File: src/rtl/mesh_dma_engine.sv
// rtl/mesh_dma_engine.sv - multi-channel DMA engine issuing word packets onto a mesh network
// Channels share one network port via round-robin; responses return in issue order via a tag FIFO.
module mesh_dma_engine #(
   parameter int channels_p        = 2,
   parameter int addr_width_p      = 16,
   parameter int data_width_p      = 32,
   parameter int len_width_p       = 8,
   parameter int max_out_credits_p = 16,
   parameter int x_cord_width_p    = 4,
   parameter int y_cord_width_p    = 4
) (
   input  logic                                 clk_i,
   input  logic                                 reset_i,
   input  logic [channels_p-1:0]                cmd_v_i,
   output logic [channels_p-1:0]                cmd_ready_o,
   input  logic [channels_p-1:0]                cmd_we_i,
   input  logic [channels_p*addr_width_p-1:0]   cmd_addr_i,
   input  logic [channels_p*len_width_p-1:0]    cmd_len_i,
   input  logic [channels_p*data_width_p-1:0]   wr_data_i,
   output logic [channels_p-1:0]                wr_yumi_o,
   output logic [channels_p-1:0]                rd_v_o,
   output logic [data_width_p-1:0]              rd_data_o,
   output logic [channels_p-1:0]                done_o,
   output logic                                 out_v_o,
   output logic                                 out_we_o,
   output logic [addr_width_p-1:0]              out_addr_o,
   output logic [data_width_p-1:0]              out_data_o,
   output logic [x_cord_width_p-1:0]            out_x_o,
   output logic [y_cord_width_p-1:0]            out_y_o,
   input  logic                                 out_ready_i,
   input  logic                                 returned_v_i,
   input  logic [data_width_p-1:0]              returned_data_i,
   input  logic [x_cord_width_p-1:0]            dest_x_i,
   input  logic [y_cord_width_p-1:0]            dest_y_i
);

   localparam int id_w   = (channels_p > 1) ? $clog2(channels_p) : 1;
   localparam int cred_w = $clog2(max_out_credits_p) + 1;
   localparam int ptr_w  = (max_out_credits_p > 1) ? $clog2(max_out_credits_p) : 1;

   typedef enum logic [1:0] {S_IDLE, S_ISSUE, S_DRAIN} state_e;

   state_e                   state_q [channels_p];
   state_e                   state_d [channels_p];
   logic [addr_width_p-1:0]  addr_q  [channels_p];
   logic [addr_width_p-1:0]  addr_d  [channels_p];
   logic [len_width_p-1:0]   rem_q   [channels_p];
   logic [len_width_p-1:0]   rem_d   [channels_p];
   logic [channels_p-1:0]    we_q, we_d;
   logic [cred_w-1:0]        ocnt_q  [channels_p];
   logic [cred_w-1:0]        credits_q;
   logic [id_w-1:0]          rr_q, lock_id_q, grant, g_hi, g_lo;
   logic                     lock_q, grant_v, found_hi, accept, pop;
   logic [channels_p-1:0]    issuing;
   logic [id_w:0]            tag_mem [max_out_credits_p];
   logic [ptr_w-1:0]         wr_ptr_q, rd_ptr_q;
   logic [id_w-1:0]          tag_id;
   logic                     tag_we;
   logic                     sel_we;
   logic [addr_width_p-1:0]  sel_addr;
   logic [data_width_p-1:0]  sel_data;

   // A stalled packet keeps its grant (lock) so a newly issuing channel cannot swap the fields.
   always_comb begin
      found_hi = 1'b0;
      g_hi     = '0;
      g_lo     = '0;
      for (int c = channels_p - 1; c >= 0; c--) begin
         issuing[c] = (state_q[c] == S_ISSUE);
         if (issuing[c] && (id_w'(c) >= rr_q)) begin
            found_hi = 1'b1;
            g_hi     = id_w'(c);
         end
         if (issuing[c]) g_lo = id_w'(c);
      end
      grant_v = lock_q || (|issuing);
      grant   = lock_q ? lock_id_q : (found_hi ? g_hi : g_lo);
   end

   always_comb begin
      sel_we   = 1'b0;
      sel_addr = '0;
      sel_data = '0;
      for (int c = 0; c < channels_p; c++) begin
         if (grant == id_w'(c)) begin
            sel_we   = we_q[c];
            sel_addr = addr_q[c];
            sel_data = wr_data_i[c*data_width_p +: data_width_p];
         end
      end
   end

   assign out_v_o    = grant_v && (credits_q != '0) && !reset_i;
   assign accept     = out_v_o && out_ready_i;
   assign pop        = returned_v_i && (credits_q != cred_w'(max_out_credits_p)) && !reset_i;
   assign out_we_o   = sel_we;
   assign out_addr_o = sel_addr;
   assign out_data_o = sel_we ? sel_data : '0;
   assign out_x_o    = dest_x_i;
   assign out_y_o    = dest_y_i;
   assign tag_id     = tag_mem[rd_ptr_q][id_w:1];
   assign tag_we     = tag_mem[rd_ptr_q][0];
   assign rd_data_o  = returned_data_i;

   always_comb begin
      for (int c = 0; c < channels_p; c++) begin
         cmd_ready_o[c] = reset_i || (state_q[c] == S_IDLE);
         wr_yumi_o[c]   = accept && we_q[c] && (grant == id_w'(c));
         rd_v_o[c]      = pop && !tag_we && (tag_id == id_w'(c));
         done_o[c]      = !reset_i && (state_q[c] == S_DRAIN) && (ocnt_q[c] == '0);
      end
   end

   always_comb begin
      we_d = we_q;
      for (int c = 0; c < channels_p; c++) begin
         state_d[c] = state_q[c];
         addr_d[c]  = addr_q[c];
         rem_d[c]   = rem_q[c];
         case (state_q[c])
            S_IDLE: begin
               if (cmd_v_i[c]) begin
                  state_d[c] = S_ISSUE;
                  addr_d[c]  = cmd_addr_i[c*addr_width_p +: addr_width_p];
                  rem_d[c]   = cmd_len_i[c*len_width_p +: len_width_p];
                  we_d[c]    = cmd_we_i[c];
               end
            end
            S_ISSUE: begin
               if (accept && (grant == id_w'(c))) begin
                  addr_d[c] = addr_q[c] + addr_width_p'(1);
                  if (rem_q[c] == '0) state_d[c] = S_DRAIN;
                  else                rem_d[c]   = rem_q[c] - len_width_p'(1);
               end
            end
            S_DRAIN: begin
               if (ocnt_q[c] == '0) state_d[c] = S_IDLE;
            end
            default: state_d[c] = S_IDLE;
         endcase
      end
   end

   always_ff @(posedge clk_i or posedge reset_i) begin
      if (reset_i) begin
         we_q <= '0;
         for (int c = 0; c < channels_p; c++) begin
            state_q[c] <= S_IDLE;
            addr_q[c]  <= '0;
            rem_q[c]   <= '0;
         end
      end else begin
         we_q <= we_d;
         for (int c = 0; c < channels_p; c++) begin
            state_q[c] <= state_d[c];
            addr_q[c]  <= addr_d[c];
            rem_q[c]   <= rem_d[c];
         end
      end
   end

   // FIFO occupancy is implied by credits, so empty is simply credits == max.
   always_ff @(posedge clk_i or posedge reset_i) begin
      if (reset_i) begin
         credits_q <= cred_w'(max_out_credits_p);
         wr_ptr_q  <= '0;
         rd_ptr_q  <= '0;
         rr_q      <= '0;
         lock_q    <= 1'b0;
         lock_id_q <= '0;
         for (int c = 0; c < channels_p; c++) ocnt_q[c] <= '0;
      end else begin
         if (accept && !pop)      credits_q <= credits_q - cred_w'(1);
         else if (pop && !accept) credits_q <= credits_q + cred_w'(1);
         if (accept) wr_ptr_q <= wr_ptr_q + ptr_w'(1);
         if (pop)    rd_ptr_q <= rd_ptr_q + ptr_w'(1);
         if (accept) rr_q <= (grant == id_w'(channels_p - 1)) ? '0 : grant + id_w'(1);
         lock_q    <= out_v_o && !out_ready_i;
         lock_id_q <= grant;
         for (int c = 0; c < channels_p; c++) begin
            if ((accept && grant == id_w'(c)) && !(pop && tag_id == id_w'(c)))
               ocnt_q[c] <= ocnt_q[c] + cred_w'(1);
            else if (!(accept && grant == id_w'(c)) && (pop && tag_id == id_w'(c)))
               ocnt_q[c] <= ocnt_q[c] - cred_w'(1);
         end
      end
   end

   always_ff @(posedge clk_i) begin
      if (accept) tag_mem[wr_ptr_q] <= {grant, sel_we};
   end

endmodule

File: config.mk
export PLATFORM = sky130hd
export DESIGN_NAME = mesh_dma_engine
export DESIGN_NICKNAME = d
export VERILOG_FILES = /design/src/rtl/mesh_dma_engine.sv
export SDC_FILE = /design/constraint.sdc
export NUM_CORES = 1
export LEC_CHECK = 0
export CAP_MARGIN = 20
export CORE_AREA = 2 2 130 132
export DETAILED_ROUTE_END_ITERATION = 7
export DIE_AREA = 0 0 132 134
export PLACE_DENSITY_LB_ADDON = 0.25
export SYNTH_ARGS = -nofsm -noshare
export SYNTH_HDL_FRONTEND = slang
export SYNTH_SLANG_ARGS = --single-unit
File: constraint.sdc
create_clock -name clk_i -period 4.01 [get_ports clk_i]
set_clock_uncertainty 0.2 [all_clocks]
set_input_delay 0.401 -clock clk_i [delete_from_list [all_inputs] [get_ports clk_i]]
set_output_delay 0.401 -clock clk_i [all_outputs]
set_load 0.1 [all_outputs]
# Yosys cells after proc, flatten, opt, wreduce, memory -nomap -nowiden

Memories as Yosys holds them, arrays and structs flattened.
Cells that the tools add are included.

Output and inout port bits: 98
Bits in writable memories: 32
Bits in registers: 80
Logic and storage cells: 155
Bits of input ports: 160
Memories: 1

Muxes and demuxes: 44
Reductions and logical operators: 62
Bitwise gates (word level): 2
$lt $le $gt $ge: 2
Add/subtract/negate cells: 13
Equality and inequality tests: 15

Memory list:

| name    | words | bits a word | read ports | clocked after memory_dff | write ports | RTL line | text |
|---|---|---|---|---|---|---|---|
| tag_mem | 16    | 2           | 1          | 0                        | 1           | 55       | `logic [id_w:0] tag_mem [max_out_credits_p];` |

Operator list:

| cell                                                   | number |
|---|---|
| two-way mux 16 bit                                     | 5 |
| two-way mux 32 bit                                     | 2 |
| one-hot mux 16 bit (2 select lines)                    | 2 |
| two-way mux 8 bit                                      | 6 |
| adder 16 x 1 -> 16 bit (second input constant)         | 2 |
| one-hot mux 8 bit (2 select lines)                     | 2 |
| two-way mux 5 bit                                      | 6 |
| logical AND 1 bit                                      | 29 |
| zero test 8 bit                                        | 2 |
| two-way mux 2 bit                                      | 8 |
| AND reduction 4 bit                                    | 4 |
| subtractor 8 x 1 -> 8 bit (second input constant)      | 2 |
| adder 5 x 1 -> 5 bit (second input constant)           | 3 |
| subtractor 5 x 1 -> 5 bit (second input constant)      | 3 |
| inequality test 2 x 1 -> 1 bit (second input constant) | 6 |
| one-hot mux 2 bit (3 select lines)                     | 2 |
| two-way mux 1 bit                                      | 11 |
| zero test 5 bit                                        | 2 |
| nonzero test 2 bit                                     | 5 |
| zero test 1 bit                                        | 9 |
| adder 4 x 1 -> 4 bit (second input constant)           | 2 |
| inequality test 2 bit (second input constant)          | 4 |
| AND reduction 3 bit                                    | 2 |
| inequality test 5 bit (second input constant)          | 1 |
| other kinds (10)                                       | 18 |

# Logic depth before layout (Yosys ltp)

Gate-level depths: netlist of the first run.

Depth in word-level cells: 12
Mapped depth: 14
Depth with buffers taken out: 12

# Least setup slack after synthesis of the first run

Ideal clock, no wire load.

Path type: input port to output port
Start point: input reset_i
End point: output rd_v_o[1]
Setup slack: -1.589 ns
Buffers on the path: 1
Arrival time: 4.998 ns
Required time: 3.409 ns
Stages on the path: 5
Cell sequence: inv_1 and3_1 clkbuf_1 inv_1 nor3b_1

Cells in the longest elaborated chain, start to end: 4

RTL lines:

| item                            | RTL line | text |
|---|---|---|
| from (decl)                     | 13       | `input logic reset_i,` |
| zero test 1 bit (no line)       | -        |  |
| logical AND 1 bit               | 95       | `assign pop = returned_v_i && (credits_q != cred_w'(max_out_credits_p)) && !reset_i;` |
| logical AND 1 bit (2 in series) | 109      | `rd_v_o[c] = pop && !tag_we && (tag_id == id_w'(c));` |
| to (decl)                       | 21       | `output logic [channels_p-1:0] rd_v_o,` |

No other way between the ends.

# Worst setup path after layout of the first run

Start point: register rd_ptr_q[0]
End point: register ocnt_q[9] in the netlist's numbering

Cells in the longest elaborated chain, start to end: 6
Elaborated cells on any way between the ends: 8
Classes of those cells: 1 x mux; 1 x bitwise; 5 x reduce/logical; 1 x memory

RTL lines:

| item                                                           | RTL line | text |
|---|---|---|
| from (decl)                                                    | 56       | `logic [ptr_w-1:0] wr_ptr_q, rd_ptr_q;` |
| from (signal assigned)                                         | 176      | `if (pop) rd_ptr_q <= rd_ptr_q + ptr_w'(1);` |
| memory (16 x 2 bit) *                                          | -        |  |
| NOT 1 bit *                                                    | 181, 183 |  |
| logical AND 1 bit *                                            | 181, 183 |  |
| zero test 1 bit                                                | 181      | `if ((accept && grant == id_w'(c)) && !(pop && tag_id == id_w'(c)))` |
| logical AND 1 bit                                              | 181      |  |
| two-way mux 5 bit / nonzero test 2 bit (equally long branches) | -        |  |
| to (signal, indexed assignment)                                | 182      | `ocnt_q[c] <= ocnt_q[c] + cred_w'(1);` |
| to (signal, indexed assignment)                                | 184      | `ocnt_q[c] <= ocnt_q[c] - cred_w'(1);` |
| to (decl)                                                      | 50       | `logic [cred_w-1:0] ocnt_q [channels_p];` |

Mark *: on every way between the ends. The rest lies on a longest branch, timed or not.
A chain may end at the register's enable or synchronous reset.

==> results of run 1 <==
[synth_stat cells (4+ instances only)]
| master | count | area (um^2) |
|---|---|---|
| and3_1 | 11 | 68.8 |
| o22ai_1 | 18 | 113 |
| nor3_1 | 12 | 60.1 |
| or4_1 | 7 | 52.6 |
| mux4_2 | 10 | 225 |
| xor2_1 | 7 | 61.3 |
| xnor2_1 | 13 | 114 |
| a31oi_1 | 13 | 81.3 |
| mux2_2 | 4 | 45.0 |
| nand2b_1 | 4 | 25.0 |
| clkbuf_1 | 28 | 105 |
| dfrtp_1 | 79 | 1980 |
| nor2_1 | 42 | 158 |
| nand4_1 | 13 | 81.3 |
| nand3_1 | 16 | 80.1 |
| o32ai_1 | 4 | 35.0 |
| o31ai_1 | 4 | 30.0 |
| buf_1 | 9 | 33.8 |
| a21o_1 | 6 | 45.0 |
| a2bb2oi_1 | 4 | 35.0 |
| buf_4 | 42 | 315 |
| and2_1 | 8 | 50.1 |
| a21oi_1 | 83 | 415 |
| o21ai_0 | 46 | 230 |
| a211oi_1 | 4 | 30.0 |
| ha_1 | 24 | 300 |
| nor3b_1 | 9 | 67.6 |
| nor4_1 | 10 | 62.6 |
| and4_1 | 7 | 61.3 |
| buf_2 | 6 | 30.0 |
| mux2i_1 | 5 | 50.1 |
| nand2_1 | 158 | 593 |
| inv_1 | 22 | 82.6 |
| edfxtp_1 | 32 | 961 |
| a22oi_1 | 6 | 45.0 |
[power breakdown]
part           leakage [nW]  switching [mW]  internal [mW]
clock                 0.145           0.464          0.438
sequential             1.25           0.463           1.57
combinational          2.56            3.24           1.84
total                  3.96            4.17           3.85
[stage by stage]
stage / setup TNS [ns] / std cells / setup WS [ns]
3_3_place_gp: 0 / 1143 / 0.439
2_1_floorplan: -0.162 / 816 / -0.0540
4_1_cts: 0 / 1159 / 0.295
5_1_grt: 0 / 1161 / 0.125
3_5_place_dp: 0 / 1143 / 0.344
6_report: 0 / 1161 / 0.324
[registers in the layout, indices dropped and copies added, names as in the netlist]
signal     flops
credits_q      5
addr_q        32
rd_ptr_q       4
state_q        4
wr_ptr_q       4
rem_q         16
rr_q           1
ocnt_q        10
lock_q         1
we_q           2
tag_mem       32
lock_id_q      1
[metal layers]
metal	track usage	up-vias	routed length, um
li1	-	3142	-
met1	0.318	3167	8930
met2	0.387	301	10300
met3	0.0461	34	1560
met4	0.0797	0	465
met5	0	-	0
[worst min-delay path: cells and delay by family, from the launching register on]
kind	cells	cell delay, ns
flip-flops	1	0.35
AND/OR/NAND/NOR	2	0.11
[area by class of cell]
class | instances | area share
diodes | 2 | 0.000514
inverters | 22 | 0.00886
well taps | 220 | 0.0283
clock inverters | 7 | 0.00642
clock buffers | 9 | 0.0231
multi-input cells | 594 | 0.380
repair buffers | 195 | 0.249
flip-flops and latches | 112 | 0.304
[worst max path at each step]
stage                 from             end  slack [ns]  depth (start not counted)
6_report       rd_ptr_q[0]       ocnt_q[9]        0.32                         11
5_1_grt        rd_ptr_q[0]       ocnt_q[9]        0.13                         11
4_1_cts        rd_ptr_q[0]       ocnt_q[9]        0.30                         11
3_5_place_dp   rd_ptr_q[0]       ocnt_q[9]        0.34                         11
3_3_place_gp   rd_ptr_q[0]       ocnt_q[9]        0.44                         11
2_1_floorplan   state_q[3]  out_addr_o[11]       -0.05                          8
[logic make-up after synthesis]
kind of cell             after synthesis  share of synthesized area
multiplexers                          19                     0.0443
AO/OA/AOI/OAI                        218                      0.186
XOR/XNOR                              20                     0.0243
buffers and inverters                110                     0.0831
adder cells (fa/ha/maj)               27                     0.0499
flip-flops                           112                      0.410
AND/OR/NAND/NOR                      310                      0.202
[cells in the final DEF, fill, tap and decap left out, types with 10 or more instances in the layout]
| cell type | n |
|---|---|
| nor2_1 | 42 |
| a31oi_1 | 13 |
| and3_1 | 11 |
| o22ai_1 | 18 |
| nand4_1 | 13 |
| clkdlybuf4s50_1 | 119 |
| ha_1 | 24 |
| mux4_2 | 10 |
| dfrtp_1 | 79 |
| nand2_1 | 158 |
| buf_4 | 23 |
| edfxtp_1 | 32 |
| inv_1 | 20 |
| nand3_1 | 16 |
| buf_12 | 53 |
| xnor2_1 | 13 |
| a21oi_1 | 83 |
| nor3_1 | 11 |
| o21ai_0 | 45 |
==> qor.yml, run 1 <==
critical_path:
  start_kind: "register"
  path_buf_inv: 1
  crit_chain: "mux4_2 -> mux4_2 -> nand2b_1 -> ha_1 -> inv_1 -> ha_1 -> nor2b_1 -> o21a_1 -> or3_1 -> a21oi_1 -> xor2_1"
  r2r_slack_ns: 0.32
  slowest_delay_ns: 0.56
  cp_max_fo: 6
  reg2regPathDepth: 11
  cp_data_arrival_time_ns: 3.77
  slowest_stage: "mux4_2"
  crit_required_ns: 4.10
  r2r_end: "ocnt_q[9]"
  r2r_start: "rd_ptr_q[0]"
  path_class: "reg -> reg"
  critPathCaptureType: "register"
  crit_family: "multiplexers"
logic_synthesis:
  async_reset_ff_frac: 0.714
  synthesis.area_um2: 7220
  synth_warnings: 0
  synth_edf_count: 32
  avgSynthCellArea_um2: 8.85
  syn_nets: 1003
  ys_seq_area_frac: 0.410
  syn_inst: 816
  synthFlopType: "dfrtp_1"
  synth.distinct_cells: 67
  ys_seq_elements: 112
routing:
  ant_nets: 0
  post_drt_wl_per_cell_um: 18.3
  drc_errors: 0
  firstDrtPassIters: 7
  drt-total-wl_um: 21300
  via_per_inst: 5.72
  initialDrtViolationCount: 563
  vias: 6644
power_and_ir_drop:
  cellLeakagePower_nw: 3.96
  power_density_nw_per_um2: 824
  power.total_mw: 8.02
  peakVddDrop_mv: 0.384
floorplan:
  core_area_um2: 16300
  num_io_pins: 258
  start_util: 0.443
  die_width_um: 132
  fp-row-count: 47
  die_h_um: 134
  dieArea_um2: 17700
clock_network:
  postCtsHoldBufs: 0
  clkLatencyLatePin_ns: 0.36
  cts_buffers: 9
  cts_tree: "built"
  post_cts_buffers: 0
  ctsResizeCount: 0
  clock_path_buffers: 2
  cts.sinks: 112
  cts_root_buffer: "clkbuf_16"
  clk_pin_slew_worst_paths_ns: 0.08
  cts_max_level: 3
sta:
  min_period_over_period: 0.919
  finalSetupViolations: 0
  drv_slew: 0
  hold_ws_ns: 0.291
  rsz0062_at_grt: "false"
  fin_crit_ns: 3.69
  worstMarginPinSlew_ns: 1.11
  fmax_mhz: 271
  slew-limit-headroom: 0.256
  hold_viol: 0
global_routing:
  grt_pass1_wl_um: 33400
  grt.total_usage: 0.237
  grt_max_degree: 50
  overflow: 0
  antenna_found_initial: 2
  grt_pass1_vias: 6329
worst_hold_path:
  worstHoldStart: "rr_q"
  hold_path_end: "rr_q"
  min_path_type: "reg -> reg"
  hold_depth: 2
final_layout:
  ff_latch_area_um2: 2960
  drive_gt1_frac: 0.138
  final_area_um2: 9740
  syn2layout_area_growth_pct: 34.9
  fill_cells: 1399
  final_util: 0.598
  multi_input_area_um2: 3700
  fin_nets: 1121
run:
  max_cap_viol_count: 0
placement:
  placed_area_um2: 9450
  place.detailed.hpwl_um: 15900
  globalplace.congestion: 0.889
  portBuffers: 177
outcome:
  outcome: "completed"
Power figures use the tool's default switching activity.
==> inputs of run 2 (changes only) <==
Settings changed: CORE_AREA 2 2 130 132 to 2 2 129 131, DIE_AREA 0 0 132 134 to 0 0 131 133.
==> run 2 against run 1 <==
Against the previous run: sequential share of layout area barely moved; combinational power barely moved; cell area rose by 0.12%; die area fell by 1.5%.
==> qor.yml, run 2 (same netlist as run 1, synthesis figures left out) <==
outcome:
  outcome: "completed"  # unchanged
worst_hold_path:
  min_path_type: "reg -> reg"  # unchanged
  worstHoldStart: "rr_q"  # unchanged
power_and_ir_drop:
  power_density_nw_per_um2: 821  # was 824 nW/um^2
  peakVddDrop_mv: 0.361  # was 0.384 mV
  cellLeakagePower_nw: 3.96  # about the same
final_layout:
  ff_latch_area_um2: 2960  # unchanged
  final_area_um2: 9750  # was 9740 um^2
  multi_input_area_um2: 3700  # unchanged
  top_regs: "addr_q x32, tag_mem x32, rem_q x16"  # unchanged
  layout_common_cells: "nand2_1 (158), clkdlybuf4s50_1 (119), a21oi_1 (83), dfrtp_1 (79), buf_12 (53)"  # unchanged
  fill_cells: 1402  # was 1399
  drive_gt1_frac: 0.140  # was 0.138
  mostFrequentLayoutCell: "nand2_1"  # unchanged
  final_util: 0.603  # was 0.598
  syn2layout_area_growth_pct: 35.0  # was 34.9%
  fin_nets: 1123  # was 1121
clock_network:
  post_cts_buffers: 0  # unchanged
  cts_max_level: 3  # unchanged
  clock_path_buffers: 2  # unchanged
  ctsResizeCount: 0  # unchanged
  cts_root_buffer: "clkbuf_16"  # unchanged
  cts.sinks: 112  # unchanged
  clkLatencyLatePin_ns: 0.37  # was 0.36 ns
  cts_tree: "built"  # unchanged
  cts_buffers: 9  # unchanged
  clk_pin_slew_worst_paths_ns: 0.08  # about the same
  postCtsHoldBufs: 0  # unchanged
sta:
  worstMarginPinSlew_ns: 0.870  # was 1.11 ns
  drv_slew: 0  # unchanged
  fmax_mhz: 269  # was 271 MHz
  fin_crit_ns: 3.72  # was 3.69 ns
  finalSetupViolations: 0  # unchanged
  slew-limit-headroom: 0.414  # was 0.256
  min_period_over_period: 0.928  # was 0.919
  hold_ws_ns: 0.298  # was 0.291 ns
  fin_setup_tns_ns: 0  # unchanged
  hold_viol: 0  # unchanged
  rsz0062_at_grt: "false"  # unchanged
placement:
  placed_area_um2: 9460  # was 9450 um^2
  portBuffers: 177  # unchanged
  place.detailed.hpwl_um: 15900  # about the same
  globalplace.congestion: 0.926  # was 0.889
routing:
  drt-total-wl_um: 21200  # was 21300 um
  firstDrtPassIters: 5  # was 7
  ant_nets: 0  # unchanged
  post_drt_wl_per_cell_um: 18.2  # was 18.3 um
  drc_errors: 0  # unchanged
  vias: 6712  # was 6644
  initialDrtViolationCount: 477  # was 563
  via_per_inst: 5.77  # was 5.72
critical_path:
  start_kind: "register"  # unchanged
  crit_family: "multiplexers"  # unchanged
  cp_data_arrival_time_ns: 3.82  # was 3.77 ns
  slowest_stage: "dfrtp_1"  # was mux4_2
  r2r_start: "rd_ptr_q[0]"  # unchanged
  path_class: "reg -> reg"  # unchanged
  crit_required_ns: 4.10  # about the same
  critPathCaptureType: "register"  # unchanged
  cp_max_fo: 7  # was 6
  worstSetupStartpoint: "rd_ptr_q[0]"  # unchanged
  crit_chain: "mux4_2 -> mux4_2 -> nand2b_1 -> ha_1 -> inv_1 -> ha_1 -> nor2b_1 -> o21a_1 -> or3_1 -> a21oi_1 -> xor2_1"  # unchanged
  path_buf_inv: 1  # unchanged
  slowest_delay_ns: 0.61  # was 0.56 ns
global_routing:
  grt.total_usage: 0.244  # was 0.237
  antenna_found_initial: 3  # was 2
  grt_max_degree: 58  # was 50
  grt_pass1_vias: 6410  # was 6329
  overflow: 0  # unchanged
  grt_pass1_wl_um: 33200  # was 33400 um
floorplan:
  fp-row-count: 47  # unchanged
  core_area_um2: 16200  # was 16300 um^2
  die_h_um: 133  # was 134 um
  start_util: 0.447  # was 0.443
  die_width_um: 131  # was 132 um
  dieArea_um2: 17400  # was 17700 um^2
  num_io_pins: 258  # unchanged
run:
  max_cap_viol_count: 0  # unchanged
==> run 2: changes by cell type in the layout (fill, tap and decap cells not counted) <==
cell,change
buf_4,+2
clkinv_4,-1
clkinvlp_4,+1
inv_6,+1
inv_8,-1
==> run 2: path summary, 6_finish.rpt <==
kind	endpoint	cells after the start	slack [ns]
hold / removal	rr_q	2	0.30
max in group asynchronous	credits_q[4]	4	2.09
setup / recovery	ocnt_q[9]	11	0.29
min in group asynchronous	addr_q[23]	3	0.64
setup reg to reg	ocnt_q[9]	11	0.29
hold reg to reg	rr_q	2	0.30
==> run 2: stage by stage <==
stage / power [mW] / setup WS (ns) / std cells
global placement: 7.05 / 0.391 / 1145
global route: 8.44 / 0.0507 / 1163
detailed placement: 7.13 / 0.274 / 1145
CTS: 8.04 / 0.253 / 1161
floorplan: 5.65 / -0.0540 / 816
finish: 8.01 / 0.288 / 1163
==> run 2: area by class of cell <==
class / count / area share
Inverter: 22 / 0.00885
Multi-Input combinational cell: 594 / 0.379
Timing Repair Buffer: 197 / 0.250
Clock buffer: 9 / 0.0231
Tap cell: 220 / 0.0282
Sequential cell: 112 / 0.304
Antenna cell: 2 / 0.000513
Clock inverter: 7 / 0.00603
==> run 2: worst min-delay path, cell delays in order (launching register included) <==
cell     delay [ns]
dfrtp_1        0.36
nand2_1        0.05
nand2_1        0.06
==> run 2: power breakdown <==
part,internal [mW],total [mW],switching [mW]
clock network,0.435,0.896,0.461
registers,1.57,2.03,0.461
logic,1.85,5.08,3.23
total,3.86,8.01,4.15
==> run 2: per-layer routing <==
layer  GRT usage  vias up  routed length (um)
met2       0.386      264               10100
met1       0.330     3249                9080
met3      0.0481       41                1480
met4      0.0957        2                 564
met5           0        -                  13
li1            -     3156                   -
==> inputs of run 3 (changes only) <==
Settings changed: HOLD_SLACK_MARGIN set to 0.02.
==> results of run 3 <==
Final layout, timing and power as in run 2 (identical DEF).
